$ cat config.mk
export PLATFORM = sky130hd
export DESIGN_NAME = logic_unit_pipe
export DESIGN_NICKNAME = d
export VERILOG_FILES = /design/src/rtl/logic_unit_pipe.sv
export SDC_FILE = /design/constraint.sdc
export NUM_CORES = 1
export LEC_CHECK = 0
export BUFFER_PORTS_ARGS = -buffer_cell sky130_fd_sc_hd__buf_4
export CORE_MARGIN = 2
export CORE_UTILIZATION = 41
export DETAILED_ROUTE_END_ITERATION = 12
export PLACE_DENSITY = 0.65
export RECOVER_POWER = 100
export SLEW_MARGIN = 20
export SYNTH_ARGS = -nofsm -noshare
export SYNTH_HDL_FRONTEND = slang
export SYNTH_SLANG_ARGS = --single-unit
$ cat constraint.sdc
create_clock -name clk -period 2.2 [get_ports clk]
set_input_delay 0.11 -clock clk [delete_from_list [all_inputs] [get_ports clk]]
set_output_delay 0.11 -clock clk [all_outputs]
set_load 0.01 [all_outputs]
$ cat src/rtl/logic_unit_pipe.sv
// Registered WIDTH-bit bitwise logic unit (8 ops) with accumulator, zero flag and output beat counter.
// Optional out_parity output when LOGIC_UNIT_PARITY_EN is defined.
module logic_unit_pipe #(
    parameter int WIDTH = 8,
    parameter int CNT_W = 8
) (
    input  logic             clk,
    input  logic             rst_n,
    input  logic             in_valid,
    output logic             in_ready,
    input  logic [WIDTH-1:0] in_a,
    input  logic [WIDTH-1:0] in_b,
    input  logic [2:0]       in_op,
    input  logic             acc_en,
    input  logic             acc_clr,
    output logic             out_valid,
    input  logic             out_ready,
    output logic [WIDTH-1:0] out_data,
    output logic             out_zero,
`ifdef LOGIC_UNIT_PARITY_EN
    output logic             out_parity,
`endif
    output logic [CNT_W-1:0] out_count
);

    localparam logic [2:0] OP_AND  = 3'b000;
    localparam logic [2:0] OP_OR   = 3'b001;
    localparam logic [2:0] OP_XOR  = 3'b010;
    localparam logic [2:0] OP_NAND = 3'b011;
    localparam logic [2:0] OP_NOR  = 3'b100;
    localparam logic [2:0] OP_XNOR = 3'b101;
    localparam logic [2:0] OP_NOTA = 3'b110;
    localparam logic [2:0] OP_PASS = 3'b111;

    logic             r_valid;
    logic [WIDTH-1:0] r_data;
    logic             r_zero;
    logic [CNT_W-1:0] r_count;
    logic [WIDTH-1:0] r_acc;

    logic             w_in_xfer;
    logic             w_out_xfer;
    logic [WIDTH-1:0] w_a;
    logic [WIDTH-1:0] w_result;

    // Handshake: a beat moves on a rising edge where valid && ready; the producer holds its
    // beat stable until then. The single output slot is free when empty or draining this cycle.
    assign in_ready   = !r_valid || out_ready;
    assign w_in_xfer  = in_valid && in_ready;
    assign w_out_xfer = r_valid && out_ready;

    // acc_clr seeds the accumulator chain from in_a even when acc_en is set.
    assign w_a = (acc_en && !acc_clr) ? r_acc : in_a;

    always_comb begin
        w_result = '0;
        case (in_op)
            OP_AND:  w_result = w_a & in_b;
            OP_OR:   w_result = w_a | in_b;
            OP_XOR:  w_result = w_a ^ in_b;
            OP_NAND: w_result = ~(w_a & in_b);
            OP_NOR:  w_result = ~(w_a | in_b);
            OP_XNOR: w_result = ~(w_a ^ in_b);
            OP_NOTA: w_result = ~w_a;
            OP_PASS: w_result = w_a;
            default: w_result = '0;
        endcase
    end

    always_ff @(posedge clk or negedge rst_n) begin
        if (!rst_n) begin
            r_valid <= 1'b0;
            r_data  <= '0;
            r_zero  <= 1'b0;
        end else if (w_in_xfer) begin
            r_valid <= 1'b1;
            r_data  <= w_result;
            r_zero  <= (w_result == '0);
        end else if (w_out_xfer) begin
            r_valid <= 1'b0;
        end
    end

    always_ff @(posedge clk or negedge rst_n) begin
        if (!rst_n) begin
            r_acc <= '0;
        end else if (w_in_xfer && (acc_en || acc_clr)) begin
            r_acc <= w_result;
        end
    end

    always_ff @(posedge clk or negedge rst_n) begin
        if (!rst_n) begin
            r_count <= '0;
        end else if (w_out_xfer) begin
            r_count <= r_count + CNT_W'(1);
        end
    end

`ifdef LOGIC_UNIT_PARITY_EN
    logic r_parity;

    always_ff @(posedge clk or negedge rst_n) begin
        if (!rst_n) begin
            r_parity <= 1'b0;
        end else if (w_in_xfer) begin
            r_parity <= ^w_result;
        end
    end

    assign out_parity = r_parity;
`endif

    assign out_valid = r_valid;
    assign out_data  = r_data;
    assign out_zero  = r_zero;
    assign out_count = r_count;

endmodule

Word-level counts from Yosys, hierarchy flattened
Index checks and enable logic that the tools add are counted.

storage, ports and cells
  register bits after elaboration = 26
  output and inout bits = 19
  word-level logic and storage cells = 35

operators by class
  add/subtract/negate cells = 1
  eq/ne operators = 7
  multiplexer cells = 4
  bitwise logic cells = 7
  reduce and logical (&&, ||, !) cells = 11

operator list
  operator                                       number
  case mux 8 bit (8 select lines)                1
  NOT 8 bit                                      4
  == test 3 bit, second input constant           4
  adder 8 x 1 -> 8 bit, second input constant    1
  bitwise AND 8 bit                              1
  logical NOT 8 bit                              1
  two-way mux 8 bit                              1
  bitwise OR 8 bit                               1
  bitwise XOR 8 bit                              1
  == test 3 x 2 -> 1 bit, second input constant  2
  logical AND 1 bit                              4
  == test 3 x 1 -> 1 bit, second input constant  1
  logical NOT 3 bit                              1
  logical NOT 1 bit                              2
  logical OR 1 bit                               2
  two-way mux 1 bit                              2
  nonzero test 2 bit                             1

Longest topological paths before layout
Gate-level depths: netlist (run 1).

  depth in word-level cells = 7
  mapped depth = 11
  gate-level depth less buffers = 10

Worst setup path after synthesis (run 1)
Ideal clock, no wire load.

  path kind = input to register
  start = in acc_en
  end = reg r_zero, in the netlist out_zero
  setup time = 0.092 ns
  arrival = 2.162 ns
  path slack = -0.054 ns
  stages on the path = 10
  cell sequence = nor2b_1 > buf_6 > mux2i_2 > inv_1 > ha_1 > o22ai_1 > a221oi_1 > a221oi_1 > or4_1 > o31ai_2

on the way
  longest elaborated chain between the ends = 6
  elaborated cells on any way between the ends = 11

ends and longest elaborated chain
  what                                       RTL line    source
  start: declaration                         14          input logic acc_en,
  logical AND 1 bit *                        53          assign w_a = (acc_en && !acc_clr) ? r_acc : in_a;
  two-way mux 8 bit *                        53
  bitwise XOR 8 bit (tied with other cells)  60, 63
  NOT 8 bit, on equally long branches        63, 61, 62
  case mux 8 bit (8 select lines) *          57          case (in_op)
  logical NOT 8 bit *                        78          r_zero <= (w_result == '0);
  end signal: assignment                     78
  end: declaration                           37          logic r_zero;

Mark *: on every way between the ends. The rest lies on a longest branch, timed or not.
A chain may end at the register's enable or synchronous reset.

Final worst setup path (run 1)
  start = reg r_acc[6]
  end = reg r_zero, in the netlist out_zero

on the way
  longest elaborated chain between the ends = 5
  elaborated cells on any way between the ends = 10

ends and longest elaborated chain
  what                                       RTL line    source
  start: declaration                         39          logic [WIDTH-1:0] r_acc;
  start signal: assignment                   88          r_acc <= w_result;
  two-way mux 8 bit *                        53
  bitwise XOR 8 bit (tied with other cells)  60, 63
  NOT 8 bit, on equally long branches        63, 61, 62
  case mux 8 bit (8 select lines) *          57
  logical NOT 8 bit *                        78

Marks and branches as above.

==> flow_metrics.tcl, run 1 <==
set metrics [dict create \
    outcome "finished, final reports clean" \
    cp.required_ns 2.39 \
    report.final.slew_viol_count 0 \
    syn_avg_cell_area_um2 9.74 \
    finClkSkew_ns 0.00907 \
    crit_arrival_ns 2.37 \
    rsz0062_at_grt "true" \
    drtPass1Iterations 6 \
    swShare_pct 33.7 \
    worstHoldStart "in_valid" \
    final_common_cell "buf_4" \
    grt_max_degree 28 \
    crit_slowest_cell "or4_4" \
    cts_buffer_depth 2 \
    clk_pin_slew_ns 0.09 \
    dp_hpwl_um 3520 \
    finalHoldViolCount 0 \
    die_area_um2 5600 \
    num_vias 1799 \
    end_kind "register" \
    top_level_ports 44 \
    synth.net_count 252 \
    drt-initial-drc-count 91 \
    cp-startpoint "r_acc[6]$_DFFE_PN0P_" \
    leakagePower_nw 1.29 \
    synth_cells 211 \
    seq_area_frac_synth_pct 31.6 \
    coreArea_um2 4790 \
    crit_path_cell_trace "mux2i_4, ha_4, and2b_1, a21oi_1, a222oi_1, a21oi_1, or4_4, o31ai_4" \
    clk_latency_ns 0.27 \
    finalCritPeriodShare_pct 99.0 \
    gp_congestion 0.795 \
    nNetsFinal 319 \
    power.density_nw_per_um2 692 \
    htree_num_levels 1 \
    cap_violations 0 \
    setup_viol 0 \
    viasPerCell 5.23 \
    max_stage_delay_ns 0.51 \
    r2r_start "r_acc[6]$_DFFE_PN0P_" \
    grt-ovfl-total 0 \
    ys_warn_count 0 \
    grt_pass1_wl_um 7630 \
    max_freq_mhz 459 \
    clockPowerShare_pct 20.0 \
    wirelength_um 4700 \
    hp-class "input pin to register" \
    ant_nets 0 \
    min_period_ns 2.18 \
    slew_headroom_pct 9.73 \
    cts.sinks 26 \
    worst_pin_slew_ns 1.35 \
    path_delay_family "simple AND/OR/NAND/NOR gates" \
    io_buffers 43 \
    start_util_pct 43.0 \
    combPwrFrac_pct 41.9 \
    p_int_w 0.00129 \
    power.switching_w 0.000654 \
    grtUsageTotal_pct 17.4 \
    final_cell_mix "52 x buf_4, 26 x dfrtp_1, 20 x inv_1, 20 x clkbuf_1, 17 x mux2_2" \
    crit_buf_inv 0 \
    cts_root_buf "clkbuf_8" \
    insertedDiodeCount 0 \
    area_delta_synth_final_pct 36.7 \
    ys_types 35 \
    wire_per_inst_um 13.6 \
    route.detailed.drc 0 \
    crit_type "register to register" \
    cp_max_fo 3 \
    ir_drop_mv 0.668 \
    fp.dieH_um 74.8 \
    drive_above_1_share_pct 35.0 \
    cts_made_buffers 3 \
    grt_pass1_vias 1613 \
    ys_ff_latch 26 \
    seqPwrFrac_pct 38.1 \
    rows 25 \
    power.total_w 0.00194 \
    antenna_found_initial 0 \
    final_util_pct 58.7 \
    cp_common_cell "a21oi_1" \
    die_w_um 74.8 \
    cts_tree "built" \
    syn-cell-area_um2 2060 \
    cp-start-kind "register" \
]
[synth_stat cells]
cell	number	area [um^2]
dfrtp_1	26	651
mux2i_1	22	220
inv_1	20	75.1
mux2_2	17	191
ha_1	16	200
a21oi_1	14	70.1
nand2_1	14	52.6
nor2_1	12	45.0
nor2b_1	9	56.3
o2bb2ai_1	7	61.3
o311a_1	7	70.1
a222oi_1	6	60.1
clkbuf_1	6	22.5
xnor2_1	5	43.8
a221oi_1	3	26.3
buf_2	2	10.0
buf_4	2	15.0
buf_6	2	22.5
nand2b_1	2	12.5
nand4_1	2	12.5
or4_1	2	15.0
xor2_1	2	17.5
a211oi_1	1	7.51
and2_1	1	6.26
and2b_1	1	7.51
mux2i_2	1	13.8
nand3_1	1	5.00
nor3_1	1	5.00
nor4_1	1	6.26
nor4b_2	1	15.0
o211ai_1	1	7.51
o21ai_0	1	5.00
o22ai_1	1	6.26
o31ai_2	1	12.5
or2b_1	1	7.51
[kinds of logic after synthesis]
| family | count (synthesis) | share of synthesized area [%] |
|---|---|---|
| AOI/OAI and AO/OA | 42 | 15.9 |
| xor gates and xnor gates | 7 | 2.98 |
| adders and majority gates | 16 | 9.74 |
| buffers and inverters | 32 | 7.06 |
| DFF | 26 | 31.6 |
| muxes | 40 | 20.7 |
| and+or+nand+nor | 48 | 12.0 |
[final cells by class]
cell class                 count  area [um^2]
tap                           67         83.8
clock inverter                 1         30.0
inverter                      20         75.1
multi-input combinational    153         1430
fill                         454         1980
timing repair buffer          74          495
sequential                    26          651
clock buffer                   3         41.3
[timing repair]
action                     4_1_cts  5_1_grt
hold buffers                     1        0
pin swaps                        3        5
setup endpoints to repair        1        1
gates resized for setup          2        9
hold endpoints to repair        26        0
setup buffers                    0        3
[final timing paths]
path	endpoint	slack [ns]	depth (start not counted)
worst min register to register	out_count[7]$_DFFE_PN0P_	0.47	1
worst min-delay path	out_valid$_DFFE_PN0P_	0.05	2
worst max-delay path	out_zero$_DFFE_PN0P_	0.02	8
worst max register to register	out_zero$_DFFE_PN0P_	0.02	8
min in group asynchronous	out_count[5]$_DFFE_PN0P_	0.66	2
max in group asynchronous	out_count[7]$_DFFE_PN0P_	0.73	2
[stage by stage]
stage / setup TNS, ns / cell area (um^2) / cells / hold WS (ns) / setup WS [ns]
finish: 0 / 2810 / 344 / 0.0522 / 0.0213
global route: -0.0938 / 2810 / 344 / 0.0607 / -0.0938
CTS: 0 / 2820 / 341 / 0.0467 / 0.00137
detailed placement: -0.247 / 2720 / 336 / 0.0353 / -0.217
global placement: -0.283 / 2720 / 336 / 0.0377 / -0.248
floorplan: 0 / 2170 / 211 / -0.186 / 0.0160
[sequential cells by signal (all words and copies together) (netlist names)]
register,flops
out_count,8
out_data,8
out_valid,1
out_zero,1
r_acc,8
[power by group through the flow]
stage | Sequential (W) | Combinational, W | Clock (W)
6_report | 0.000740 | 0.000815 | 0.000389
5_1_grt | 0.000761 | 0.000903 | 0.000421
4_1_cts | 0.000744 | 0.000868 | 0.000399
3_5_place_dp | 0.000752 | 0.000858 | 0
3_3_place_gp | 0.000750 | 0.000842 | 0
2_1_floorplan | 0.000780 | 0.000451 | 0
[routing by layer]
layer / vias to the layer above / wire length (um) / global-route usage [%]
met5: - / 0 / 0
met4: 0 / 14 / 0.595
met3: 2 / 207 / 3.48
met2: 38 / 2210 / 27.2
met1: 859 / 2260 / 26.3
li1: 900 / - / -
Power figures use the tool's default switching activity.
==> run 2, diff against run 1 <==
--- a/config.mk
+++ b/config.mk
@@ -5,7 +5,9 @@
 export SDC_FILE = /design/constraint.sdc
 export NUM_CORES = 1
 export LEC_CHECK = 0
+export ABC_AREA = 1
 export BUFFER_PORTS_ARGS = -buffer_cell sky130_fd_sc_hd__buf_4
+export CORE_ASPECT_RATIO = 1.25
 export CORE_MARGIN = 2
 export CORE_UTILIZATION = 41
 export DETAILED_ROUTE_END_ITERATION = 12
==> run 2 against run 1 <==
Global-route usage rose by 1.7 points. Combinational power decreased by 32%. Final cell count increased by 17%. Register-to-register slack improved by 0.29 ns. First-iteration DRC count rose by 42%. Critical path type unchanged. Critical endpoint unchanged. Highest routed layer unchanged.
==> flow_metrics.tcl, run 2 <==
set metrics [dict create \
    grt_pass1_wl_um 8610 \
    dp_hpwl_um 3940 \
    hp-class "input pin to register" \
    gp_congestion 0.853 \
    cp.required_ns 2.40 \
    end_kind "register" \
    worstHoldStart "out_ready" \
    cp-start-kind "register" \
    power.density_nw_per_um2 632 \
    worst_pin_slew_ns 1.37 \
    leakagePower_nw 1.32 \
    cp_common_cell "nand2_1" \
    design_area_um2 2390 \
    die_w_um 67.2 \
    grt_pass1_vias 1945 \
    final_cell_mix "74 x nand2_1, 45 x inv_1, 37 x nor2_1, 26 x dfrtp_1, 25 x o21ai_0" \
    synth_largest_area_cell "dfrtp_1" \
    synth.net_count 341 \
    grt-ovfl-total 0 \
    synth_xor_area_share_pct 3.00 \
    finalHoldViolCount 0 \
    final_common_cell "nand2_1" \
    antenna_found_initial 0 \
    final_util_pct 50.1 \
    ys_types 25 \
    grtUsageTotal_pct 19.1 \
    ir_drop_mv 0.245 \
    drt-initial-drc-count 129 \
    die_area_um2 5570 \
    cts_buffer_depth 2 \
    rows 28 \
    finalCritPeriodShare_pct 85.8 \
    reg2reg_slack_ns 0.31 \
    ant_nets 0 \
    crit_path_cell_trace "inv_1, nand3_1, nand2_1, inv_1, ha_1, inv_1, nand4_1, nand2_1, nor2_1, nand2_1, o21bai_2, nand2_1, nor2_1, nand3_1, nand2_1" \
    synth-edff-count 0 \
    viasPerCell 4.94 \
    insertedDiodeCount 0 \
    finClkSkew_ns 0.00591 \
    wirelength_um 4960 \
    cap_violations 0 \
    reg2reg_to "out_zero$_DFFE_PN0P_" \
    seq_area_frac_synth_pct 31.8 \
    cp_max_fo 3 \
    route.detailed.drc 0 \
    drtPass1Iterations 4 \
    syn_avg_cell_area_um2 6.82 \
    cts.sinks 26 \
    drive_above_1_share_pct 12.3 \
    async_flop_share_pct 100 \
    cts_made_buffers 3 \
    path_delay_family "simple AND/OR/NAND/NOR gates" \
    slew_headroom_pct 8.74 \
    synth-simple-area-share_pct 35.4 \
    wire_per_inst_um 12.3 \
    start_util_pct 42.9 \
    nNetsFinal 385 \
    whs_ns 0.140 \
    synth_top_family_by_area "simple AND/OR/NAND/NOR gates" \
    max_stage_delay_ns 0.41 \
    crit_type "register to register" \
    max_freq_mhz 530 \
    crit_arrival_ns 2.09 \
    synth_cells 300 \
    io_buffers 43 \
    ys_warn_count 0 \
    fp.dieH_um 83.0 \
    cts_root_buf "clkbuf_8" \
    layout_setup_ws_ns 0.313 \
    coreArea_um2 4760 \
    synthFlopType "dfrtp_1" \
    synth-adder-area-share_pct 9.79 \
    r2r_cells 15 \
    cts_tree "built" \
    outcome "finished, final reports clean" \
    crit_buf_inv 3 \
    synth.area.top_cells "dfrtp_1 32%, nand2_1 14%, ha_1 9.8%" \
    min_period_ns 1.89 \
    grt_max_degree 27 \
    rsz0062_at_grt "false" \
    n_fill_cell 541 \
    synth_top_area_share_pct 31.8 \
    setup_viol 0 \
    synth_most_common_cell "nand2_1" \
    area_delta_synth_final_pct 16.6 \
    num_vias 1984 \
    hold_depth 4 \
    synth_compound_area_share_pct 7.52 \
    hold_path_end "out_valid$_DFFE_PN0P_" \
    syn-cell-area_um2 2050 \
    r2r_start "r_acc[1]$_DFFE_PN0P_" \
    dpl_cell_area_um2 2410 \
    crit_slowest_cell "dfrtp_1" \
    ys_ff_latch 26 \
    top_level_ports 44 \
    yosys-top-cells-count "74 x nand2_1, 45 x inv_1, 37 x nor2_1" \
    timing.setup.tns_ns 0 \
    dp_slack_ns 0.340 \
    clk_pin_slew_ns 0.08 \
    synth.area.mux_share_pct 1.10 \
    report.final.slew_viol_count 0 \
    clk_latency_ns 0.27 \
    htree_num_levels 1 \
]
[run 2: changes by cell type in the layout (fill, tap and decap cells not counted), sizes merged, moves of 24 or more]
cell and delta:
nand2 +61, inv +30, buf -29, nor2 +26
o21ai +25, nand3 +24
[run 2: routing by layer]
metal / vias to the layer above / wire [um] / GRT usage [%]
met2: 55 / 2450 / 32.3
met5: - / 0 / 0
met4: 0 / 82 / 7.05
li1: 1038 / - / -
met1: 883 / 2180 / 24.6
met3: 8 / 249 / 1.63
[run 2: cell type report]
cell class,instances,area [um^2],area share (%)
Inverter,50,188,7.87
Multi-Input combinational cell,217,1160,48.7
Clock buffer,3,41.3,1.73
Tap cell,60,75.1,3.15
Timing Repair Buffer,46,269,11.3
Sequential cell,26,651,27.3
[run 2: metrics by stage]
stage	power, W	instances
after floorplan	0.00106	300
after global placement	0.00132	398
after detailed placement	0.00134	398
after CTS	0.00160	402
after global routing	0.00165	402
final	0.00151	402
[run 2: report_power, final]
| part | switching [W] | internal, W |
|---|---|---|
| clock | 0.000138 | 0.000123 |
| combinational | 0.000336 | 0.000217 |
| sequential | 0.0000962 | 0.000599 |
| total | 0.000570 | 0.000939 |
[run 2: worst max path at each step]
stage	from	end	cells after the start
after CTS	r_acc[1]$_DFFE_PN0P_	out_zero$_DFFE_PN0P_	15
after global placement	r_acc[1]$_DFFE_PN0P_	out_zero$_DFFE_PN0P_	15
after floorplan	r_acc[1]$_DFFE_PN0P_	out_zero$_DFFE_PN0P_	15
after detailed placement	r_acc[1]$_DFFE_PN0P_	out_zero$_DFFE_PN0P_	15
final	r_acc[1]$_DFFE_PN0P_	out_zero$_DFFE_PN0P_	15
after global routing	r_acc[1]$_DFFE_PN0P_	out_zero$_DFFE_PN0P_	15
[run 2: kinds of logic (layout without fill, tap and decap cells)]
group / after synthesis / in the layout
simple gates: 163 / 163
buf+inv: 57 / 99
compound gates: 29 / 29
flops: 26 / 26
fa+ha+maj: 16 / 16
xor+xnor: 7 / 7
mux: 2 / 2
[run 2: worst min-delay path: cells and delay by family]
family                 cells  cell delay (ns)
buffers and inverters      2             0.12
AND/OR/NAND/NOR            2             0.14
[run 2: timing repair]
item,4_1_cts,5_1_grt
hold buffers,1,0
hold endpoints to repair,26,0
endpoints found under the setup margin,0,0
resized for setup,0,0
buffers inserted,0,0
==> run 3, diff against run 2 <==
--- a/config.mk
+++ b/config.mk
@@ -9,11 +9,10 @@
 export BUFFER_PORTS_ARGS = -buffer_cell sky130_fd_sc_hd__buf_4
 export CORE_ASPECT_RATIO = 1.25
 export CORE_MARGIN = 2
-export CORE_UTILIZATION = 41
+export CORE_UTILIZATION = 30
 export DETAILED_ROUTE_END_ITERATION = 12
-export PLACE_DENSITY = 0.65
 export RECOVER_POWER = 100
-export SLEW_MARGIN = 20
+export SLEW_MARGIN = 0
 export SYNTH_ARGS = -nofsm -noshare
 export SYNTH_HDL_FRONTEND = slang
 export SYNTH_SLANG_ARGS = --single-unit
==> run 3 against run 2 <==
Clock-buffer cell count unchanged. Sequential power about the same. Critical path type unchanged. Utilization decreased by 13 points. Final cell count up 7.0%. Sequential share of layout area down 0.67 points. Power increased by 8.9%. Sequential cell count is the same. Clock skew is 0.0018 ns higher. Setup slack better by 0.043 ns. Design area is 2.5% higher.
==> flow_metrics.tcl, run 3 (synthesized netlist as in run 2, its figures left out) <==
set metrics [dict create \
    clk_latency_ns 0.27 \
    n_fill_cell 728 \
    coreArea_um2 6570 \
    drive_above_1_share_pct 12.2 \
    area_delta_synth_final_pct 19.6 \
    drt-initial-drc-count 138 \
    layout_setup_ws_ns 0.356 \
    min_period_ns 1.84 \
    finClkSkew_ns 0.00769 \
    cts_tree "built" \
    route.detailed.drc 0 \
    htree_num_levels 1 \
    leakagePower_nw 1.33 \
    reg2reg_to "out_zero$_DFFE_PN0P_" \
    grt-ovfl-total 0 \
    finalHoldViolCount 0 \
    setup_viol 0 \
    grt_max_degree 27 \
    finalCritPeriodShare_pct 83.8 \
    die_w_um 77.9 \
    antenna_found_initial 0 \
    crit_arrival_ns 2.05 \
    worst_pin_slew_ns 1.39 \
    clk_pin_slew_ns 0.09 \
    rsz0062_at_grt "false" \
    insertedDiodeCount 0 \
    top_level_ports 44 \
    cp.required_ns 2.41 \
    report.final.slew_viol_count 0 \
    start_util_pct 31.2 \
    num_vias 1989 \
    final_cell_mix "74 x nand2_1, 45 x inv_1, 37 x nor2_1, 26 x dfrtp_1, 25 x o21ai_0" \
    ant_nets 0 \
    fp.dieH_um 96.3 \
    hp-class "input pin to register" \
    cap_violations 0 \
    dp_slack_ns 0.349 \
    grtUsageTotal_pct 14.5 \
    max_freq_mhz 542 \
    wirelength_um 5170 \
    io_buffers 43 \
    cts_buffer_depth 2 \
    cts.sinks 26 \
    postCtsSetupBuffers 0 \
    wire_per_inst_um 12.0 \
    grt_pass1_wl_um 8680 \
    cts_root_buf "clkbuf_8" \
    slew_headroom_pct 7.22 \
    cp-startpoint "r_acc[3]$_DFFE_PN0P_" \
    rows 33 \
    cts_made_buffers 3 \
    end_kind "register" \
    final_common_cell "nand2_1" \
    crit_end "out_zero$_DFFE_PN0P_" \
    viasPerCell 4.63 \
    postCtsHoldBufs 1 \
    cp-start-kind "register" \
    drtPass1Iterations 4 \
    dp_hpwl_um 4080 \
    power.density_nw_per_um2 672 \
    r2r_start "r_acc[3]$_DFFE_PN0P_" \
    outcome "finished, final reports clean" \
    crit_type "register to register" \
    grt_pass1_vias 1920 \
    nNetsFinal 385 \
    reg2reg_slack_ns 0.36 \
    gp_congestion 0.828 \
    timing.setup.tns_ns 0 \
    die_area_um2 7500 \
    cp_max_fo 4 \
    r2r_cells 9 \
    cts_resized 0 \
    ir_drop_mv 0.251 \
]
## run 3: cell count changes in the layout (fill, tap and decap cells not counted), sizes merged
cell / before / now
bufinv: 0 / 1
## run 3: worst max-delay path: stages, from the launching register on
cell	delay, ns
dfrtp_1	0.39
o21ai_0	0.36
ha_1	0.32
inv_1	0.06
nor2_1	0.04
nor3_1	0.14
nand4_1	0.14
nor2_1	0.17
nand3_1	0.10
nand2_1	0.06
## run 3: final cells by class
class	instances	area, um^2	share of cell area [%]
Multi-Input combinational cell	217	1160	47.4
Sequential cell	26	651	26.6
Timing Repair Buffer	46	269	11.0
Inverter	50	188	7.67
Tap cell	87	109	4.45
Clock buffer	3	41.3	1.69
Clock inverter	1	30.0	1.23
## run 3: how the worst min path moves through the flow
stage,startpoint,endpoint,slack [ns],cells after the start
after floorplan,rst_n,out_count[0]$_DFFE_PN0P_,-0.19,0
after global placement,rst_n,out_count[0]$_DFFE_PN0P_,0.04,1
after detailed placement,rst_n,out_count[1]$_DFFE_PN0P_,0.04,1
after CTS,out_ready,out_valid$_DFFE_PN0P_,0.14,4
after global routing,out_ready,out_valid$_DFFE_PN0P_,0.18,4
final,out_ready,out_valid$_DFFE_PN0P_,0.15,4
## run 3: routing by layer
layer	wire length [um]	up-vias	track usage (%)	part of all wire, %
met2	2480	47	26.0	48
met4	85	0	5.51	1.6
met5	0	-	0	0
met1	2400	892	17.7	46
met3	208	6	1.69	4.0
li1	-	1044	-	-
## run 3: where the power goes
group          leakage (nW)  internal [W]  switching (W)
Sequential            0.319      0.000599      0.0000978
Combinational         0.972      0.000216       0.000339
Clock                0.0357      0.000243       0.000149
Total                  1.33       0.00106       0.000585
## run 3: metrics by stage
stage	area [um^2]	util, %	total power, W	cells	hold WS [ns]
4_1_cts	2530	38.5	0.00174	430	0.144
5_1_grt	2450	37.3	0.00177	430	0.183
3_3_place_gp	2450	37.3	0.00133	425	0.0364
6_report	2450	37.3	0.00164	430	0.152
2_1_floorplan	2050	-	0.00106	300	-0.186
3_5_place_dp	2450	37.3	0.00134	425	0.0391
